[config.mk]
export PLATFORM = sky130hd
export DESIGN_NAME = pulse_tx_sched
export DESIGN_NICKNAME = d
export VERILOG_FILES = /design/src/rtl/pulse_tx_sched.sv
export SDC_FILE = /design/constraint.sdc
export NUM_CORES = 1
export LEC_CHECK = 0
export CORE_MARGIN = 2
export CORE_UTILIZATION = 47
export CTS_CLUSTER_DIAMETER = 40
export DETAILED_ROUTE_END_ITERATION = 8
export PLACE_DENSITY_LB_ADDON = 0.25
export RECOVER_POWER = 25
export SLEW_MARGIN = 10
export SYNTH_ARGS = -nofsm -noshare
export SYNTH_HDL_FRONTEND = slang
export SYNTH_SLANG_ARGS = --single-unit
[constraint.sdc]
create_clock -name clk -period 1.9 [get_ports clk]
set_input_delay 0.285 -clock clk [delete_from_list [all_inputs] [get_ports clk]]
set_output_delay 0.285 -clock clk [all_outputs]
set_load 0.1 [all_outputs]
[src/rtl/pulse_tx_sched.sv]
// pulse_tx_sched
//   Schedules words from two requesters onto one single-wire pulse line.
//   Round-robin arbitration picks a requester in IDLE. The granted word is
//   then framed as: start bit (0), DATA_W data bits LSB first, stop bit (1),
//   and GAP_BITS idle-high bit times. Each bit lasts BIT_CYCLES clocks.
//
// Handshake: a word transfers on the rising edge where reqN_valid && reqN_ready.
//   ready is combinational and may depend on valid. valid must not depend on ready.
//   At most one ready is high, and only in IDLE while rst is low.
//
// Ports:
//   clk, rst                 clock, asynchronous active-high reset
//   req0_valid/data/ready    requester 0 handshake
//   req1_valid/data/ready    requester 1 handshake
//   pulse_out                registered serial line, idle high
//   busy                     registered, high while state != IDLE
//   grant_id                 registered, owner of current/last frame
//   state_dbg                current FSM state encoding, for checkers
module pulse_tx_sched #(
    parameter int DATA_W     = 8,
    parameter int BIT_CYCLES = 4,
    parameter int GAP_BITS   = 1
) (
    input  logic              clk,
    input  logic              rst,
    input  logic              req0_valid,
    input  logic [DATA_W-1:0] req0_data,
    output logic              req0_ready,
    input  logic              req1_valid,
    input  logic [DATA_W-1:0] req1_data,
    output logic              req1_ready,
    output logic              pulse_out,
    output logic              busy,
    output logic              grant_id,
    output logic [2:0]        state_dbg
);

    typedef enum logic [2:0] {
        S_IDLE  = 3'd0,
        S_START = 3'd1,
        S_DATA  = 3'd2,
        S_STOP  = 3'd3,
        S_GAP   = 3'd4
    } state_t;

    // Counter widths are floored at 1 bit so degenerate parameters still elaborate.
    localparam int CW = (BIT_CYCLES > 1) ? $clog2(BIT_CYCLES) : 1;
    localparam int BW = (DATA_W > 1) ? $clog2(DATA_W) : 1;
    localparam int GW = (GAP_BITS > 1) ? $clog2(GAP_BITS) : 1;
    localparam logic [CW-1:0] CYC_LAST = CW'(BIT_CYCLES - 1);
    localparam logic [BW-1:0] BIT_LAST = BW'(DATA_W - 1);
    localparam logic [GW-1:0] GAP_LAST = GW'((GAP_BITS > 0) ? GAP_BITS - 1 : 0);

    state_t            state, state_nx;
    logic [CW-1:0]     cyc_cnt;
    logic [BW-1:0]     bit_cnt;
    logic [GW-1:0]     gap_cnt;
    logic [DATA_W-1:0] shreg, shreg_nx;
    logic              last_grant;
    logic              sel;
    logic              accept;
    logic              bit_end;
    logic              pulse_nx;

    assign bit_end   = (cyc_cnt == CYC_LAST);
    assign state_dbg = state;

    // On a tie, the requester that did not win last time gets the grant.
    assign sel    = (req0_valid && req1_valid) ? ~last_grant : req1_valid;
    assign accept = (req0_valid && req0_ready) || (req1_valid && req1_ready);

    // State register
    always_ff @(posedge clk or posedge rst) begin
        if (rst) state <= S_IDLE;
        else     state <= state_nx;
    end

    // Next-state logic
    always_comb begin
        state_nx = state;
        case (state)
            S_IDLE:  if (accept) state_nx = S_START;
            S_START: if (bit_end) state_nx = S_DATA;
            S_DATA:  if (bit_end && bit_cnt == BIT_LAST) state_nx = S_STOP;
            S_STOP:  if (bit_end) state_nx = (GAP_BITS > 0) ? S_GAP : S_IDLE;
            S_GAP:   if (bit_end && gap_cnt == GAP_LAST) state_nx = S_IDLE;
            default: state_nx = S_IDLE;
        endcase
    end

    // Output logic: handshake readies. rst gates them so they drop immediately.
    always_comb begin
        req0_ready = 1'b0;
        req1_ready = 1'b0;
        if (!rst && state == S_IDLE) begin
            req0_ready = req0_valid && !sel;
            req1_ready = req1_valid && sel;
        end
    end

    // The line is registered from next-cycle values. This puts the start bit
    // on the wire in the first cycle after the accepting edge.
    always_comb begin
        shreg_nx = shreg;
        if (accept)
            shreg_nx = sel ? req1_data : req0_data;
        else if (state == S_DATA && bit_end)
            shreg_nx = shreg >> 1;
        case (state_nx)
            S_START: pulse_nx = 1'b0;
            S_DATA:  pulse_nx = shreg_nx[0];
            default: pulse_nx = 1'b1;
        endcase
    end

    // Datapath and registered outputs
    always_ff @(posedge clk or posedge rst) begin
        if (rst) begin
            cyc_cnt    <= '0;
            bit_cnt    <= '0;
            gap_cnt    <= '0;
            shreg      <= '0;
            last_grant <= 1'b1;
            grant_id   <= 1'b0;
            pulse_out  <= 1'b1;
            busy       <= 1'b0;
        end else begin
            shreg     <= shreg_nx;
            pulse_out <= pulse_nx;
            busy      <= (state_nx != S_IDLE);

            if (state == S_IDLE || bit_end) cyc_cnt <= '0;
            else                            cyc_cnt <= cyc_cnt + 1'b1;

            if (state == S_DATA && bit_end)
                bit_cnt <= (bit_cnt == BIT_LAST) ? '0 : bit_cnt + 1'b1;

            if (state == S_GAP && bit_end)
                gap_cnt <= (gap_cnt == GAP_LAST) ? '0 : gap_cnt + 1'b1;

            if (accept) begin
                grant_id   <= sel;
                last_grant <= sel;
            end
        end
    end

endmodule

==> metrics.yaml, run 1 <==
sta:
  slew_violations: 0
  finalCriticalPeriod_ps: 1830
  relSlewSlack_pct: 32.2
  setup_violations: 0
  hold_viol_final: 0
  fin_ws_ps: 66.6
  rsz0062_at_grt: "yes"
  finalCritPeriodShare_pct: 96.5
  worstMarginPinSlew_ps: 1020
  whs_ps: 381
  fin_worst_skew_ps: 1.80
  max_freq_ghz: 0.545
cells_and_area:
  stdcell_area_um2: 1520
  antennaDiodeCount: 0
  area_growth_pct: 46.6
  fin_nets: 154
  drive_gt1_share_pct: 29.2
  nFillCells: 131
pwr:
  power_frac_comb_pct: 36.6
  max-vdd-ir-drop_v: 0.000629
  netSwitchingFraction_pct: 33.7
  p_clk_share_pct: 24.3
  powerDensity_nw_per_um2: 921
  p_leak_uw: 0.000671
  internal_power_uw: 926
  switchingPower_uw: 470
  seqPwrFrac_pct: 39.1
flow_run:
  drv_cap: 0
placed_design:
  place_area_um2: 1450
  preCtsSetupSlack_ps: -0.610
  dp.final_hpwl_um: 1780
  gp_congestion: 0.866
  portBuffers: 27
synthesis:
  synth.distinct_cells: 35
  synth_edf_count: 0
  ys_ff_latch: 20
  synthFlopType: "dfrtp_1"
  syn_inst: 93
  synth.cell_area_um2: 1030
  synthArstFlopShare_pct: 100
  syn_avg_cell_area_um2: 11.1
  seq_area_frac_synth_pct: 48.7
  syn-num-nets: 116
  ys_warn_count: 0
grt:
  grt.total_usage_pct: 20.1
  grt.overflow.total: 0
  grt_max_degree: 21
  antenna_found_initial: 0
  grt_pass1_wl_um: 3970
  grt_pass1_vias: 904
clock_tree:
  cts_sinks: 20
  clk_pin_slew_ps: 110
  cts_hold_buf: 0
  clk_path_buf_depth: 2
  clkLatencyLatePin_ps: 290
  numCtsBuffers: 3
  cts_tree: "done"
  clockRootBuffer: "clkbuf_4"
  htree_levels: 1
setup_path:
  arrival_ps: 1550
  worstSetupPathType: "reg -> out"
  cp.required_ps: 1620
  cp_max_fo: 3
  critPathLaunchType: "register"
  cp-end-kind: "output port"
detailed_routing:
  routed_wirelength_um: 2260
  vias_per_cell: 5.64
  wl_per_cell_um: 14.4
  first_iter_violations: 2
  vias: 886
  drc: 0
  firstDrtPassIters: 4
  ant_nets: 0
floorplan:
  initial_core_util_pct: 51.1
  die_w_um: 50.9
  core_area_um2: 2020
  dieHeight_um: 50.9
  rows: 16
  ios: 28
  die-area_um2: 2590
worst_hold_path:
  min_path_type: "in -> async"
run_status:
  status: "complete, no violations"
## path summary, 6_finish.rpt
check / start / depth (start not counted) / end / slack, ps
worst max-delay path: state_dbg[0] / 4 / req0_ready / 70
worst min-delay path: rst / 3 / grant_id / 380
worst max register to register: state_dbg[0] / 5 / pulse_out / 100
worst min register to register: cyc_cnt[0] / 1 / cyc_cnt[0] / 470
max in group asynchronous: rst / 3 / state_dbg[0] / 790
min in group clk: cyc_cnt[0] / 1 / cyc_cnt[0] / 470
## placed cells by master (no fill, tap or decap), types with 2 or more instances in the layout
master	instances
clkdlybuf4s50_1	18
dfrtp_1	15
buf_4	12
nor2_1	9
a32oi_1	6
a221o_1	6
buf_12	6
nand2_1	5
inv_1	4
nor3_1	3
mux2_2	3
o21ai_0	3
ha_1	3
clkbuf_4	3
mux2i_1	2
nor2b_1	2
a21oi_1	2
dfstp_2	2
dfrtp_4	2
## layer usage
metal,track usage (%),vias up,wire length [µm]
met5,0,-,0
met4,4.50,0,13
met3,1.75,2,80
met2,36.4,29,1170
met1,26.1,434,994
li1,-,421,-
## metrics by stage
step | utilization (%) | cells | TNS (ps) | total power, µW
final | 74.9 | 157 | 0 | 1400
after global routing | 74.9 | 157 | -10.1 | 1460
after CTS | 75.0 | 157 | 0 | 1410
after detailed placement | 71.7 | 151 | -0.610 | 1060
after global placement | 71.7 | 151 | 0 | 1040
after floorplan | - | 93 | -46.9 | 878
## worst max-delay path, cell delays in order (launching register included)
cell     delay (ps)
dfrtp_4         520
nor4_4          300
nand2_2         130
nor2_4          140
buf_12          180
## sequential cells by signal (all words and copies together) (netlist names)
signal,cells
last_grant,1
busy,1
cyc_cnt,2
shreg,8
bit_cnt,3
grant_id,1
pulse_out,1
state_dbg,3
## synth_stat cells, drive strengths merged, types with 3 or more instances
cell type	n	area [µm²]
a221o	6	60.1
dfrtp	18	450
nor3	3	15.0
mux2	3	33.8
nor2	10	37.5
o21ai	4	23.8
nand2	6	22.5
nor2b	3	26.3
inv	4	15.0
ha	3	37.5
a32oi	6	52.6
buf	4	26.3
## kinds of logic after synthesis
family | Yosys count | synth area share (%)
AND/OR/NAND/NOR | 30 | 17.3
AO/OA/AOI/OAI | 25 | 20.0
flip-flops | 20 | 48.7
buffers and inverters | 9 | 4.36
multiplexers | 5 | 5.21
adder cells (fa/ha/maj) | 3 | 3.63
XOR/XNOR | 1 | 0.848
## power groups by stage
| stage | sequential [µW] | combinational [µW] | clock [µW] |
|---|---|---|---|
| after floorplan | 682 | 196 | 0 |
| after global placement | 558 | 483 | 0 |
| after detailed placement | 560 | 497 | 0 |
| after CTS | 545 | 516 | 345 |
| after global routing | 551 | 549 | 363 |
| final | 545 | 511 | 339 |
## cell type report
class,count,area (µm²),area share [%]
Clock buffer,3,22.5,1.49
Clock inverter,1,30.0,1.98
Inverter,4,15.0,0.991
Multi-Input combinational cell,64,495,32.7
Sequential cell,20,512,33.8
Tap cell,27,33.8,2.23
Timing Repair Buffer,38,407,26.8
## timing repair
action	4_1_cts	5_1_grt
cloned	0	0
resized for setup	0	1
setup buffers	2	0
pin swaps	1	0
endpoints found under the setup margin	2	2
No activity file was read; power rests on OpenSTA's default activity.
==> inputs of run 2 (changes only) <==
- REMOVE_ABC_BUFFERS: default -> 1
- SETUP_SLACK_MARGIN: default -> 0.2
==> run 2 against run 1 <==
Compared with the run above:
- critical path depth did not move
- first-iteration DRC count rose to 11 times the previous value
- design area fell by 0.33%
- sequential power fell by 1%
- global-route usage rose by 0.59 points
- maximum frequency rose by 1.3%
- routed wire length rose by 8.7%
- critical path type unchanged
- critical endpoint unchanged
==> metrics.yaml, run 2 (synthesized netlist as in run 1, its figures left out) <==
sta:
  worstMarginPinSlew_ps: 1040  # +21.3 ps
  finalCriticalPeriod_ps: 1810  # -23.9 ps
  finalCritPeriodShare_pct: 95.2  # -1.3 points
  hold_viol_final: 0  # unchanged
  max_freq_ghz: 0.553  # +1.3%
  slew_violations: 0  # unchanged
  final.setup.tns_ps: 0  # unchanged
  fin_worst_skew_ps: 10.4  # +8.62 ps
  rsz0062_at_grt: "yes"
  setup_violations: 0  # unchanged
  relSlewSlack_pct: 30.8  # -1.4 points
setup_path:
  crit_end: "req0_ready"
  critPathLaunchType: "register"
  r2r-end: "shreg[4]"
  worstSetupPathType: "reg -> out"
  cp-end-kind: "output port"
  cp_max_fo: 3  # unchanged
  cp.depth: 4  # unchanged
  crit_family: "simple AND/OR/NAND/NOR gates"
  crit_start: "state_dbg[1]"
  r2r_start: "state_dbg[1]"
  arrival_ps: 1520  # -30 ps
  path_cells: "nor4_4 -> nand2_1 -> nor2_2 -> buf_12"
  ff2ff_path_depth: 6  # +1
  path_buf_inv: 1  # unchanged
  reg2reg_slack_ps: 200  # +100 ps
  slowest_stage: "dfrtp_1"
  slowest_delay_ps: 420  # -100 ps
  cp.required_ps: 1620  # about the same
grt:
  grt_max_degree: 21  # unchanged
  antenna_found_initial: 0  # unchanged
  grt_pass1_vias: 917  # +1.4%
  grt.total_usage_pct: 20.7  # +0.59 points
  grt.overflow.total: 0  # unchanged
  grt_pass1_wl_um: 3920  # -1.4%
cells_and_area:
  largest_reg_flops: 8  # unchanged
  utilization_pct: 74.7  # -0.25 points
  most-common-layout-cells: "18 x dfrtp_1, 18 x clkdlybuf4s50_1, 17 x buf_4"
  stdcell_area_um2: 1510  # -0.33%
  fin_nets: 159  # +3.2%
  stdcell_count: 161  # +2.5%
  largest_register: "shreg"
  area_growth_pct: 46.1
  drive_gt1_share_pct: 28.4  # -0.87 points
  antennaDiodeCount: 0  # unchanged
floorplan:
  die_w_um: 50.9  # unchanged
  die-area_um2: 2590  # unchanged
  rows: 16  # unchanged
  ios: 28  # unchanged
  initial_core_util_pct: 51.1  # unchanged
  core_area_um2: 2020  # unchanged
  dieHeight_um: 50.9  # unchanged
pwr:
  power_uw: 1270  # -9.1%
  powerDensity_nw_per_um2: 840  # -8.8%
  max-vdd-ir-drop_v: 0.000600  # -4.6%
  p_leak_uw: 0.000683  # +1.9%
detailed_routing:
  wl_per_cell_um: 15.3  # +6.0%
  vias_per_cell: 5.96  # +5.6%
  firstDrtPassIters: 4  # unchanged
  drc: 0  # unchanged
  ant_nets: 0  # unchanged
  vias: 959  # +8.2%
  routed_wirelength_um: 2460  # +8.7%
  first_iter_violations: 22  # +20
worst_hold_path:
  hold_depth: 1
  min_path_type: "reg -> reg"
placed_design:
  place_inst: 150  # -0.66%
  place_area_um2: 1420  # -1.8%
  portBuffers: 27  # unchanged
  dp.final_hpwl_um: 1770  # -0.63%
  gp_congestion: 0.836  # -3.5%
clock_tree:
  numCtsBuffers: 3  # unchanged
  clockRootBuffer: "clkbuf_4"
  clkLatencyLatePin_ps: 300  # about the same
  cts_sinks: 20  # unchanged
  htree_levels: 1  # unchanged
  clk_pin_slew_ps: 110  # about the same
  clk_path_buf_depth: 2  # unchanged
  cts_tree: "done"
flow_run:
  drv_cap: 0  # unchanged
run_status:
  status: "complete, no violations"
==> run 2: cell types whose count changed in the layout (fill, tap and decap cells not counted) <==
cell	before	now
nand2_1	5	6
nor2_2	0	1
dlygate4sd2_1	0	1
dfrtp_4	2	0
a21boi_4	0	1
bufinv_16	1	0
nand2_2	1	0
a21boi_2	1	0
dfrtp_2	1	0
dlymetal6s2s_1	1	0
nor2_4	1	0
buf_4	12	17
dfrtp_1	15	18
==> run 2: what timing repair did <==
| action | CTS | global route |
|---|---|---|
| gates resized for setup | 3 | 0 |
| pin swaps | 4 | 4 |
| gates cloned | 0 | 0 |
| endpoints found under the setup margin | 2 | 3 |
| hold buffers | 0 | 0 |
| buffers inserted | 5 | 3 |
==> run 2: layout make-up <==
cell class	instances	area [µm²]
Clock buffer	3	22.5
Sequential cell	20	503
Multi-Input combinational cell	64	495
Timing Repair Buffer	43	440
Fill cell	140	512
Inverter	4	15.0
Tap cell	27	33.8
==> run 2: worst min path at each step <==
stage / end / slack (ps) / from
floorplan: bit_cnt[0] / 260 / rst
global placement: cyc_cnt[0] / 430 / cyc_cnt[0]
detailed placement: cyc_cnt[0] / 460 / cyc_cnt[0]
CTS: cyc_cnt[0] / 230 / rst
global route: cyc_cnt[0] / 500 / cyc_cnt[0]
finish: cyc_cnt[0] / 470 / cyc_cnt[0]
==> run 2: routing by layer <==
layer  up-vias  track usage (%)  wire length [µm]
met3         4             2.63               146
met2        43             36.6              1270
met5         -                0                 0
met4         0             9.91                32
met1       478             24.8              1010
li1        434                -                 -
==> run 2: report_power, final <==
part	switching, µW	total (µW)	internal (µW)
sequential	41.2	537	496
combinational	311	534	223
clock	124	198	73.8
total	476	1270	793
==> run 2: stage by stage <==
step	worst slack [ps]	hold WS, ps
global route	1.86	495
CTS	66.4	234
finish	90.4	467
floorplan	-1090	256
detailed placement	-18.1	462
global placement	25.5	427
==> inputs of run 3 (changes only) <==
- CTS_CLUSTER_SIZE: default -> 14
==> results of run 3 <==
No change in the layout: final DEF, timing and power equal those of run 2.
==> RTL edit (settings of run 1) <==
The parameter `DATA_W` goes from 8 to 4.
--- a/src/rtl/pulse_tx_sched.sv
+++ b/src/rtl/pulse_tx_sched.sv
@@ -17,7 +17,7 @@
 //   grant_id                 registered, owner of current/last frame
 //   state_dbg                current FSM state encoding, for checkers
 module pulse_tx_sched #(
-    parameter int DATA_W     = 8,
+    parameter int DATA_W     = 4,
     parameter int BIT_CYCLES = 4,
     parameter int GAP_BITS   = 1
 ) (
Interface: changed (resized req0_data and req1_data); port bits go from 28 to 20. The function was not compared with the original's and may differ.
==> RTL edit against run 1 <==
Sequential cell count down 5. Worst setup slack got worse by 0.031 ns. Hold slack lost 0.12 ns. Via count is 23% lower. Wire length down 23%. Final area fell by 26%. Synthesized area shrank 24%.
Power is not compared: it rests on default switching activity, and its combinational part moved more than twofold at a synthesized area within 25%.
==> RTL edit: results (changes against run 1) <==
cts_buffers: 3  # unchanged
crit_fanout: 9  # +6
h-tree-depth: 1  # unchanged
post_drt_wl_per_cell_um: 15.06  # +4.5%
hold_path.class: "input port to async pin"
synth.area.top_cells: "dfrtp_1 (41%), dfstp_2 (6.7%), nand2_1 (3.8%)"
dp_cells: 110  # -27%
antenna_found_initial: 0  # unchanged
worstPathArrival_ns: 1.58  # +0.03 ns
irDropWorstVdd_uv: 1148
synth_common_cells: "dfrtp_1 (13), nand2_1 (8), a21oi_1 (5), nor2_1 (4)"
num_antenna_cells: 0  # unchanged
numPortBuffers: 19  # -30%
power_leakage_nw: 0.4868
fin_cells: 116  # -26%
grt_pass1_vias: 628  # -31%
num_vias: 678  # -23%
clk_latency_ns: 0.28
async_flop_share_pct: 100.0  # unchanged
drt-pass1-iter-count: 7  # +3
max-slew-margin-rel_pct: 63.23  # +31 points
skew_ns: 0.004744  # +0.002945 ns
yosys.cell_types.count: 35  # unchanged
drive_above_1_share_pct: 31.00  # +1.8 points
yosysSeqAreaShare_pct: 47.94  # -0.73 points
fillers: 114  # -13%
top_register: "shreg"
dp_hpwl_mm: 1.312  # -26%
clk_pin_slew_ns: 0.08  # -0.03 ns
place_congestion: 0.7383  # -15%
placed_area_um2: 1079  # -26%
grt_pass1_wl_mm: 2.766  # -30%
ctsHoldBuffers: 0  # unchanged
grt.total_usage_pct: 19.30  # -0.78 points
clk_path_buf_depth: 2  # unchanged
nNetsFinal: 115  # -25%
dp_slack_ns: 0.02980  # +0.03041 ns
ys_warn_count: 0  # unchanged
synthCells: 73  # -22%
syn_nets: 87  # -25%
largest_reg_flops: 4  # -4
outcome: "completed"
grt_max_degree: 16  # -24%
drt-initial-drc-count: 15  # +13
cts_root_buf: "clkbuf_4"
-- RTL edit: timing repair --
item / CTS / global route
resized for setup: 0 / 1
setup endpoints to repair: 0 / 1
setup buffers: 0 / 2
-- RTL edit: path summary, 6_finish.rpt --
path	cells after the start	to	start	slack, ns
worst min register to register	1	cyc_cnt[0]	cyc_cnt[0]	0.46
min in group clk	1	cyc_cnt[0]	cyc_cnt[0]	0.46
max in group asynchronous	2	state_dbg[1]	rst	1.23
worst min-delay path	2	grant_id	rst	0.26
worst max register to register	5	pulse_out	state_dbg[0]	0.19
worst max-delay path	4	req0_ready	state_dbg[2]	0.04
-- RTL edit: per-layer routing --
layer,global-route usage [%],up-vias,routed length (um)
met4,5.294,0,27
met2,32.00,27,898
met1,23.77,328,719
met3,6.800,4,102
li1,-,319,-
met5,0,-,0
-- RTL edit: cells by family after synthesis --
kind of cell             after synthesis  synth area share, %
XOR/XNOR                               1                1.111
adder cells (fa/ha/maj)                2                3.174
AO/OA/AOI/OAI                         18                16.35
flip-flops                            15                47.94
buffers and inverters                  6                5.238
AND/OR/NAND/NOR                       27                20.80
multiplexers                           4                5.397
-- RTL edit: report_power, final --
group / leakage [nW] / switching, W / internal [W]
clock network: 0.0150 / 0.0000929 / 0.0000814
logic: 0.293 / 0.000741 / 0.000457
registers: 0.178 / 0.000128 / 0.000485
total: 0.487 / 0.000962 / 0.00102
-- RTL edit: worst max-delay path, stage by stage (launching register included) --
cell and delay, ns:
dfrtp_2 0.51, nor4_4 0.31, nand2_2 0.14, nor2_4 0.16
buf_12 0.18
-- RTL edit: layout make-up --
type                       count  area, um^2  share of cell area, %
sequential                    15       384.1                  34.30
multi-input combinational     52       380.4                  33.97
timing repair buffer          26       297.8                  26.59
clock buffer                   4       26.28                  2.346
tap                           16       20.02                  1.788
inverter                       3       11.26                  1.006
